File: src/rtl/pipe_pkg.sv
// pipe_pkg: shared constants and helpers for the elastic register pipeline.
//   PIPE_WIDTH / PIPE_DEPTH : default payload width and stage count
//   occ_width(depth)        : bits needed to count 0..depth valid stages
package pipe_pkg;

  localparam int PIPE_WIDTH = 32;
  localparam int PIPE_DEPTH = 3;

  function automatic int occ_width(input int depth);
    return $clog2(depth + 1);
  endfunction

endpackage

File: src/rtl/elastic_stage.sv
// elastic_stage: one valid/data register of the elastic pipeline.
//   i_clk, i_rst_n : clock, async active-low reset (clears valid and data)
//   i_load         : stage ready this cycle, take the upstream beat/bubble
//   i_flush        : drop the held beat at the next edge (beats any load)
//   i_vld, i_data  : upstream valid/payload
//   o_vld, o_data  : held valid/payload
module elastic_stage #(
  parameter int WIDTH = 32
) (
  input  logic             i_clk,
  input  logic             i_rst_n,
  input  logic             i_load,
  input  logic             i_flush,
  input  logic             i_vld,
  input  logic [WIDTH-1:0] i_data,
  output logic             o_vld,
  output logic [WIDTH-1:0] o_data
);

  logic             r_vld;
  logic [WIDTH-1:0] r_data;

  always_ff @(posedge i_clk or negedge i_rst_n) begin
    if (!i_rst_n)     r_vld <= 1'b0;
    else if (i_flush) r_vld <= 1'b0;
    else if (i_load)  r_vld <= i_vld;
  end

  // Data only captured on a real beat so bubbles do not toggle the payload.
  always_ff @(posedge i_clk or negedge i_rst_n) begin
    if (!i_rst_n)             r_data <= '0;
    else if (i_load && i_vld) r_data <= i_data;
  end

  assign o_vld  = r_vld;
  assign o_data = r_data;

endmodule

File: src/rtl/elastic_pipeline.sv
// elastic_pipeline: DEPTH-stage valid/ready register pipeline with full
// backpressure, synchronous flush and an occupancy count.
//   i_clk, i_rst_n           : clock, async active-low reset
//   i_in_valid, i_in_data    : upstream beat
//   o_in_ready               : beat accepted this cycle
//   o_out_valid, o_out_data  : last-stage beat
//   i_out_ready              : downstream accepts this cycle
//   i_flush                  : discard all held beats at the next edge
//   o_occupancy              : number of valid stages (registered)
// Macro ELASTIC_PIPELINE_OCC_EN: when defined the occupancy register is
// built; otherwise o_occupancy is tied to 0.
module elastic_pipeline
  import pipe_pkg::*;
#(
  parameter  int WIDTH = PIPE_WIDTH,
  parameter  int DEPTH = PIPE_DEPTH,
  localparam int OCC_W = occ_width(DEPTH)
) (
  input  logic             i_clk,
  input  logic             i_rst_n,
  input  logic             i_in_valid,
  input  logic [WIDTH-1:0] i_in_data,
  output logic             o_in_ready,
  output logic             o_out_valid,
  output logic [WIDTH-1:0] o_out_data,
  input  logic             i_out_ready,
  input  logic             i_flush,
  output logic [OCC_W-1:0] o_occupancy
);

  logic [DEPTH-1:0]            w_v;
  logic [DEPTH-1:0]            w_rdy;
  logic [DEPTH-1:0]            w_src_v;
  logic [DEPTH-1:0][WIDTH-1:0] w_d;
  logic [DEPTH-1:0][WIDTH-1:0] w_src_d;

  // Ready ripples back from the sink: a stage may load if it is empty or
  // its successor is loading, so a full pipe advances without a bubble.
  always_comb begin
    logic r;
    r = !w_v[DEPTH-1] | i_out_ready;
    w_rdy = '0;
    w_rdy[DEPTH-1] = r;
    for (int k = DEPTH - 2; k >= 0; k--) begin
      r = !w_v[k] | r;
      w_rdy[k] = r;
    end
  end

  genvar k;
  generate
    for (k = 0; k < DEPTH; k++) begin : g_stage
      if (k == 0) begin : g_head
        assign w_src_v[k] = i_in_valid & !i_flush;
        assign w_src_d[k] = i_in_data;
      end else begin : g_body
        assign w_src_v[k] = w_v[k-1];
        assign w_src_d[k] = w_d[k-1];
      end

      elastic_stage #(.WIDTH(WIDTH)) u_stage (
        .i_clk   (i_clk),
        .i_rst_n (i_rst_n),
        .i_load  (w_rdy[k]),
        .i_flush (i_flush),
        .i_vld   (w_src_v[k]),
        .i_data  (w_src_d[k]),
        .o_vld   (w_v[k]),
        .o_data  (w_d[k])
      );
    end
  endgenerate

  assign o_in_ready  = w_rdy[0] & !i_flush;
  assign o_out_valid = w_v[DEPTH-1];
  assign o_out_data  = w_d[DEPTH-1];

`ifdef ELASTIC_PIPELINE_OCC_EN
  logic [DEPTH-1:0] w_v_nxt;
  logic [OCC_W-1:0] w_occ_nxt;
  logic [OCC_W-1:0] r_occ;

  // Mirror the stage update so the count lands on the same edge as v.
  always_comb begin
    w_v_nxt   = '0;
    w_occ_nxt = '0;
    for (int i = 0; i < DEPTH; i++) begin
      w_v_nxt[i] = i_flush ? 1'b0 : (w_rdy[i] ? w_src_v[i] : w_v[i]);
      w_occ_nxt  = w_occ_nxt + OCC_W'(w_v_nxt[i]);
    end
  end

  always_ff @(posedge i_clk or negedge i_rst_n) begin
    if (!i_rst_n) r_occ <= '0;
    else          r_occ <= w_occ_nxt;
  end

  assign o_occupancy = r_occ;
`else
  assign o_occupancy = '0;
`endif

endmodule

File: config.mk
export PLATFORM = sky130hd
export DESIGN_NAME = elastic_pipeline
export DESIGN_NICKNAME = d
export VERILOG_FILES = /design/src/rtl/pipe_pkg.sv /design/src/rtl/elastic_stage.sv /design/src/rtl/elastic_pipeline.sv
export SDC_FILE = /design/constraint.sdc
export NUM_CORES = 1
export LEC_CHECK = 0
export CAP_MARGIN = 0
export CORE_AREA = 2 2 114 72
export DETAILED_ROUTE_END_ITERATION = 16
export DIE_AREA = 0 0 116 74
export PLACE_DENSITY = 0.79
export SLEW_MARGIN = 20
export SYNTH_ARGS = -nofsm -noshare
export SYNTH_HDL_FRONTEND = slang
export SYNTH_SLANG_ARGS = --single-unit
File: constraint.sdc
create_clock -name i_clk -period 3.25 [get_ports i_clk]
set_clock_uncertainty 0.15 [all_clocks]
set_input_delay 0.325 -clock i_clk [delete_from_list [all_inputs] [get_ports i_clk]]
set_output_delay 0.325 -clock i_clk [all_outputs]
set_load 0.01 [all_outputs]
Word level (Yosys, flattened, before mapping). Index checks and enable logic that the tools add are counted.

Bits of input ports: 37. Output and inout port bits: 36. Register bits after elaboration: 99. Logic and storage cells: 27.

Mux-type cells: 6. Bitwise logic cells: 5. Reduce and logical (&&, ||, !) cells: 10.

Operators by type and width (number): 1-bit two-way mux (6); 2-bit nonzero test (3); 1-bit logical NOT (4); 1-bit logical AND (3); 1-bit OR (3); 1-bit AND (2).

Depth between registers and ports, before layout. Gate-level depths: netlist of run 1.

Depth after elaboration: 6. Mapped depth: 5. Depth with buffers taken out: 3.

By module. Synthesis of run 1 repeated with hierarchy kept, for this count alone.

Cell total of the unflattened synthesis: 222. Area, all modules: 4096.4 um^2.

Modules (own cells, without submodules): elastic_stage (area each 1346.3 um^2, sequential area each 825.8 um^2, instances 3, cells each 71); elastic_pipeline (area each 57.6 um^2, sequential area each 0.0 um^2, instances 1, cells each 9).

Worst setup path after synthesis of run 1. Ideal clock, no wire load.

Path kind: reg-to-reg. Start point: reg g_stage[2].u_stage.r_vld. End point: reg g_stage[0].u_stage.r_data[0]. Slack: 1.418 ns. Arrival: 1.557 ns. Library setup time: 0.125 ns. Cell stages (with the launch flop): 6. Data required time: 2.975 ns. Period minus slack after synthesis: 1.832 ns. Path buffers: 2. Path through: dfrtp_1 and4b_1 or3b_1 buf_6 buf_12 mux2_4.

Cells in the longest elaborated chain, start to end: 5.

RTL lines: start: declaration (line elastic_stage.sv:20) `logic r_vld;`; start signal: assignment (line elastic_stage.sv:26) `else if (i_load) r_vld <= i_vld;`; 1-bit logical NOT (line elastic_pipeline.sv:41) `r = !w_v[DEPTH-1] | i_out_ready;`; 1-bit OR (line elastic_pipeline.sv:41); 1-bit OR (2 in a row) (line elastic_pipeline.sv:45) `r = !w_v[k] | r;`; 1-bit logical AND (line elastic_stage.sv:32) `else if (i_load && i_vld) r_data <= i_data;`; end signal: assignment (line elastic_stage.sv:32); end: declaration (line elastic_stage.sv:21) `logic [WIDTH-1:0] r_data;`.

No other way between the ends. A chain may end at the register's enable or synchronous reset.

Worst setup path in the final report of run 1.
Start point: in i_out_ready. End point: out o_in_ready.

Cells in the longest elaborated chain, start to end: 4.

RTL lines: start: declaration (line elastic_pipeline.sv:26) `input logic i_out_ready,`; 1-bit OR (line elastic_pipeline.sv:41); 1-bit OR (2 in a row) (line elastic_pipeline.sv:45); 1-bit AND (line elastic_pipeline.sv:74) `assign o_in_ready = w_rdy[0] & !i_flush;`; end: declaration (line elastic_pipeline.sv:23) `output logic o_in_ready,`.

No other way between the ends.

==> flow_metrics.tcl, run 1 <==
set metrics [dict create \
    crit_buf_inv 2 \
    cts_root_buf "clkbuf_16" \
    p_seq_share_pct 47.8 \
    die_x_um 116 \
    slowest_stage "clkdlybuf4s50_1" \
    drive_above_1_share_pct 40.0 \
    cts.htree.levels 3 \
    switching_share_pct 25.7 \
    fill_cells 558 \
    fp-row-count 25 \
    fp.coreArea_um2 7570 \
    post_cts_buffers 0 \
    worst_pin_slew_ps 569 \
    fin_crit_sh_pct 72.5 \
    start_util_pct 51.0 \
    num_antenna_cells 0 \
    cp.required_ps 2770 \
    maxSlewHeadroom_pct 62.1 \
    ys_seq_area_share_pct 64.1 \
    p_per_area_nw_per_um2 723 \
    die_area_um2 8580 \
    ir_drop_v 0.000392 \
    cts.sinks 99 \
    p_int_mw 2.66 \
    ys_types 16 \
    post_synth_inst_count 222 \
    antenna_found_initial 0 \
    hold_slack_ps 353 \
    p_leak_nw 2.22 \
    period_needed_ps 2360 \
    outcome "completed" \
    cap_viol_max_count 0 \
    power_frac_comb_pct 23.7 \
    seqCellArea_um2 2480 \
    path_cells "clkdlybuf4s50_1 -> and4b_1 -> nor2_1 -> clkdlybuf4s50_1" \
    fin_nets 337 \
    place_inst 396 \
    critPathMaxFanout 4 \
    gp_congestion 0.744 \
    drt_iter0_drc 50 \
    synthToLayoutAreaGrowth_pct 28.2 \
    utilization_pct 65.4 \
    io_buffers 70 \
    dp_hpwl_um 4580 \
    cts_buffer_depth 2 \
    setup.worst_path.start_class "primary input" \
    finalPower_mw 3.58 \
    final_cells 413 \
    p_sw_mw 0.920 \
    grt_max_degree 48 \
    final-max-slew-violation-count 0 \
    overflow 0 \
    drcViolationCount 0 \
    drt-vias-per-instance 4.82 \
    ys_seq_elements 99 \
    finalHoldViolCount 0 \
    vias 1989 \
    tritoncts "built" \
    max_stage_delay_ps 570 \
    worstPathArrival_ps 1880 \
    fin_setup_tns_ps 0 \
    finalWirelength_um 6600 \
    multi_input_area_um2 1270 \
    fmax_ghz 0.424 \
    setup-violations-final 0 \
    end_kind "output port" \
    hp-class "reg -> reg" \
    cts_buffers 9 \
    critPathKind "in -> out" \
    grt.total_usage_pct 17.0 \
    synth.avg_cell_area_um2 17.4 \
    clkTransAtPathRegs_ps 70 \
    power_frac_clock_pct 28.5 \
    synth_area_um2 3860 \
    grt_pass1_wl_um 10800 \
    drtAntennaViolNets 0 \
    final_common_cell "dfrtp_1" \
    routedWlPerCell_um 16.0 \
    most-common-layout-cells "dfrtp_1, clkdlybuf4s50_1, mux2_2" \
    first_pass_iters 2 \
    grt_pass1_vias 2127 \
    yosysWarnings 0 \
    ios 73 \
    cp_top_family "buffers and inverters" \
    clk-insertion-delay-late_ps 330 \
    die_h_um 74 \
    rsz0062_at_grt "false" \
    crit_top_cell "clkdlybuf4s50_1" \
]
==> what timing repair did <==
action / CTS / global route
gates resized for setup: 0 / 0
hold endpoints to repair: 45 / 0
hold buffers: 1 / 0
==> worst reg2reg max path: cells and delay by family, from the launching register on <==
kind                   cells  cell delay (ps)
DFF                        1              450
and+or+nand+nor            2              710
muxes                      1              340
buffers and inverters      1              250
==> registers in the layout (all words and copies together) (netlist names) <==
signal and count:
g_stage.u_stage.o_data 96, g_stage.u_stage.o_vld 3
==> power by group through the flow <==
stage          logic, mW  registers, mW  clock network [mW]
2_1_floorplan      0.357           1.77                   0
3_3_place_gp       0.834           1.72                   0
6_report           0.849           1.71                1.02
5_1_grt            0.904           1.76                1.11
4_1_cts            0.862           1.72                1.06
3_5_place_dp       0.858           1.73                   0
==> through the flow <==
stage | worst slack (ps) | cell area [µm²]
floorplan | 1420 | 3870
global placement | 840 | 4650
detailed placement | 785 | 4650
CTS | 911 | 4950
global route | 841 | 4950
finish | 893 | 4950
==> routing by layer <==
metal / wire length (µm) / part of all wire [%] / vias to the layer above / track usage [%]
met5: 0 / 0 / - / 0
met2: 2920 / 44 / 52 / 25.0
met4: 52 / 0.79 / 0 / 5.95
met1: 3180 / 48 / 1003 / 23.9
met3: 440 / 6.7 / 5 / 6.03
li1: - / - / 929 / -
==> synth_stat cells, drive strengths merged <==
| cell | number | share of area, % |
|---|---|---|
| a21oi | 2 | 0.26 |
| and4b | 1 | 0.26 |
| buf | 12 | 3.0 |
| conb | 1 | 0.097 |
| dfrtp | 99 | 64 |
| inv | 3 | 0.29 |
| mux2 | 96 | 31 |
| nand2 | 1 | 0.097 |
| nand3b | 1 | 0.19 |
| nor2 | 4 | 0.39 |
| o21ai | 1 | 0.13 |
| or3b | 1 | 0.23 |
==> final timing paths <==
check                                                         startpoint                                         to  slack [ps]  depth (start not counted)
max in group asynchronous                                        i_rst_n   g_stage[0].u_stage.o_data[5]$_DFFE_PN0P_        1770                          3
worst max-delay path                                         i_out_ready                                 o_in_ready         890                          4
worst min-delay path            g_stage[1].u_stage.o_data[6]$_DFFE_PN0P_   g_stage[2].u_stage.o_data[6]$_DFFE_PN0P_         350                          1
worst max register to register      g_stage[1].u_stage.o_vld$_DFFE_PN0P_  g_stage[0].u_stage.o_data[23]$_DFFE_PN0P_        1230                          4
min in group asynchronous                                        i_rst_n  g_stage[2].u_stage.o_data[30]$_DFFE_PN0P_         390                          2
worst min register to register  g_stage[1].u_stage.o_data[6]$_DFFE_PN0P_   g_stage[2].u_stage.o_data[6]$_DFFE_PN0P_         350                          1
==> cell type report <==
cell class | instances | area share [%]
clock buffers | 9 | 4.55
multi-input cells | 109 | 25.7
clock inverters | 7 | 1.44
well taps | 108 | 2.73
inverters | 3 | 0.227
repair buffers | 78 | 15.4
flip-flops and latches | 99 | 50.0
==> kinds of logic (layout without fill, tap and decap cells) <==
family	after synthesis	after routing	share of synthesized area, %
compound gates	3	3	0.389
buf+inv	15	97	3.30
flops	99	99	64.1
mux	96	96	30.9
other cells	1	2	0.0971
simple gates	8	8	1.17
Note: power is estimated with default switching activity, not from simulation.
==> run 2: changes to the inputs <==
--- a/config.mk
+++ b/config.mk
@@ -6,10 +6,10 @@
 export NUM_CORES = 1
 export LEC_CHECK = 0
 export CAP_MARGIN = 0
-export CORE_AREA = 2 2 114 72
+export CORE_AREA = 2 2 122 76
 export DETAILED_ROUTE_END_ITERATION = 16
-export DIE_AREA = 0 0 116 74
-export PLACE_DENSITY = 0.79
+export DIE_AREA = 0 0 124 78
+export PLACE_DENSITY = 0.74
 export SLEW_MARGIN = 20
 export SYNTH_ARGS = -nofsm -noshare
 export SYNTH_HDL_FRONTEND = slang
==> constraint.sdc (replaced) <==
create_clock -name i_clk -period 2.1 [get_ports i_clk]
set_clock_uncertainty 0.15 [all_clocks]
set_input_delay 0.21 -clock i_clk [delete_from_list [all_inputs] [get_ports i_clk]]
set_output_delay 0.21 -clock i_clk [all_outputs]
set_load 0.01 [all_outputs]
==> run 2 against run 1 <==
Effect of this change: final area up 3.0%; sequential power up 56%; final cell count up 2.4%; sequential share of layout area down 1.4 points; routed wire length up 4.5%; first-iteration DRC count up 130%; critical path depth unchanged; worst setup slack worse by 700 ps; global-route usage down 1.0 points; critical path type is now reg -> reg; utilization down 5.1 points; worst hold slack worse by 150 ps; combinational power up 58%.
==> flow_metrics.tcl, run 2 (synthesis gave the netlist of run 1 again) <==
set metrics [dict create \
    cts.sinks 99 \
    outcome "completed" \
    final-max-slew-violation-count 0 \
    vias 2024 \
    finalPower_mw 5.85 \
    critPathKind "reg -> reg" \
    cp_top_family "simple AND/OR/NAND/NOR gates" \
    use_met2_pct 23.0 \
    crit_buf_inv 1 \
    grt_max_degree 48 \
    fin_crit_sh_pct 90.7 \
    die_h_um 78 \
    antenna_found_initial 0 \
    drt_iter0_drc 113 \
    fin_setup_tns_ps 0 \
    fp-row-count 26 \
    final_area_um2 5100 \
    end_kind "register" \
    drive_above_1_share_pct 41.2 \
    slowest_stage "or3b_2" \
    finalHoldViolCount 0 \
    cp.required_ps 2170 \
    drt-vias-per-instance 4.78 \
    die_x_um 124 \
    drtAntennaViolNets 0 \
    final_common_cell "dfrtp_1" \
    cts_buffers 9 \
    grt_pass1_vias 2196 \
    drcViolationCount 0 \
    final_cells 423 \
    fmax_ghz 0.525 \
    hp-class "in -> async" \
    cts.htree.levels 3 \
    rsz0062_at_grt "false" \
    fp.coreArea_um2 8460 \
    start_util_pct 45.7 \
    cap_viol_max_count 0 \
    pre_cts_slack_ps -80.0 \
    clkTransAtPathRegs_ps 60 \
    worstPathArrival_ps 1970 \
    die_area_um2 9670 \
    dp_hpwl_um 4800 \
    synthToLayoutAreaGrowth_pct 32.1 \
    place_inst 406 \
    utilization_pct 60.3 \
    gp_congestion 0.746 \
    grt_util_met3_pct 6.84 \
    layout_setup_ws_ps 196 \
    first_pass_iters 3 \
    cts_root_buf "clkbuf_16" \
    p_per_area_nw_per_um2 1150 \
    placed_area_um2 4750 \
    hold_slack_ps 200 \
    largest_register_ffs 96 \
    p_leak_nw 2.29 \
    path_cells "and4b_1 -> or3b_2 -> buf_4 -> mux2_4" \
    max_stage_delay_ps 470 \
    routedWlPerCell_um 16.3 \
    critPathMaxFanout 12 \
    num_antenna_cells 0 \
    finalWirelength_um 6890 \
    period_needed_ps 1900 \
    grt.total_usage_pct 16.0 \
    ir_drop_v 0.000755 \
    ios 73 \
    grt_pass1_wl_um 11300 \
    setup.worst_path.start_class "register" \
    cts_buffer_depth 2 \
    busiest_layer "met2" \
    r2r_cells 4 \
    clk-insertion-delay-late_ps 340 \
    cp_num_cells 4 \
    tritoncts "built" \
    overflow 0 \
    most-common-layout-cells "dfrtp_1, clkdlybuf4s50_1, mux2_2" \
    gr-usage-met1_pct 22.0 \
    fin_nets 343 \
    post_cts_buffers 0 \
    setup-violations-final 0 \
    io_buffers 70 \
]
[run 2: changes by cell type in the layout (fill, tap and decap cells not counted), sizes merged]
cell,previous run,this run
inv,6,3
clkinv,2,1
bufinv,0,3
clkdlybuf4s50,69,68
dlygate4sd2,0,1
clkbuf,9,10
buf,8,14
[run 2: power by group]
part / switching [mW] / internal (mW) / total [mW]
Sequential: 0.262 / 2.39 / 2.66
Combinational: 0.433 / 0.904 / 1.34
Clock: 0.686 / 1.17 / 1.85
Total: 1.38 / 4.46 / 5.85
[run 2: cell type report]
class                           instances  area [µm²]
Sequential cell                        99        2480
Tap cell                              112         140
Clock buffer                           10         229
Fill cell                             654        3360
Timing Repair Buffer                   84         855
Inverter                                3        11.3
Clock inverter                          6         114
Multi-Input combinational cell        109        1270
[run 2: per-layer routing]
| metal | part of all wire [%] | wire length, µm | vias to the layer above |
|---|---|---|---|
| met2 | 44 | 3010 | 55 |
| met1 | 49 | 3350 | 1023 |
| li1 | - | - | 938 |
| met4 | 0.99 | 68 | 0 |
| met5 | 0 | 0 | - |
| met3 | 6.6 | 456 | 8 |
[run 2: final timing paths]
kind	from	to	slack (ps)
worst max-delay path	g_stage[0].u_stage.o_vld$_DFFE_PN0P_	g_stage[0].u_stage.o_data[29]$_DFFE_PN0P_	200
worst min-delay path	i_rst_n	g_stage[2].u_stage.o_data[23]$_DFFE_PN0P_	200
worst max register to register	g_stage[0].u_stage.o_vld$_DFFE_PN0P_	g_stage[0].u_stage.o_data[29]$_DFFE_PN0P_	200
worst min register to register	g_stage[1].u_stage.o_data[5]$_DFFE_PN0P_	g_stage[1].u_stage.o_data[5]$_DFFE_PN0P_	350
max in group asynchronous	i_rst_n	g_stage[0].u_stage.o_vld$_DFFE_PN0P_	970
min in group i_clk	i_in_data[12]	g_stage[0].u_stage.o_data[12]$_DFFE_PN0P_	330
[run 2: worst register-to-register path: stages (launching register included)]
cell	delay, ps
dfrtp_1	400
and4b_1	220
or3b_2	470
buf_4	230
mux2_4	320
[run 2: timing repair]
| action | in CTS | in global routing |
|---|---|---|
| hold buffers | 1 | 0 |
| hold endpoints to repair | 30 | 0 |
| resized for setup | 1 | 0 |
| endpoints found under the setup margin | 1 | 0 |
==> run 3: changes to the inputs <==
--- a/config.mk
+++ b/config.mk
@@ -10,7 +10,6 @@
 export DETAILED_ROUTE_END_ITERATION = 16
 export DIE_AREA = 0 0 124 78
 export PLACE_DENSITY = 0.74
-export SLEW_MARGIN = 20
 export SYNTH_ARGS = -nofsm -noshare
 export SYNTH_HDL_FRONTEND = slang
 export SYNTH_SLANG_ARGS = --single-unit
==> results of run 3 <==
The final DEF is identical to that of run 2; final timing and power are the same.
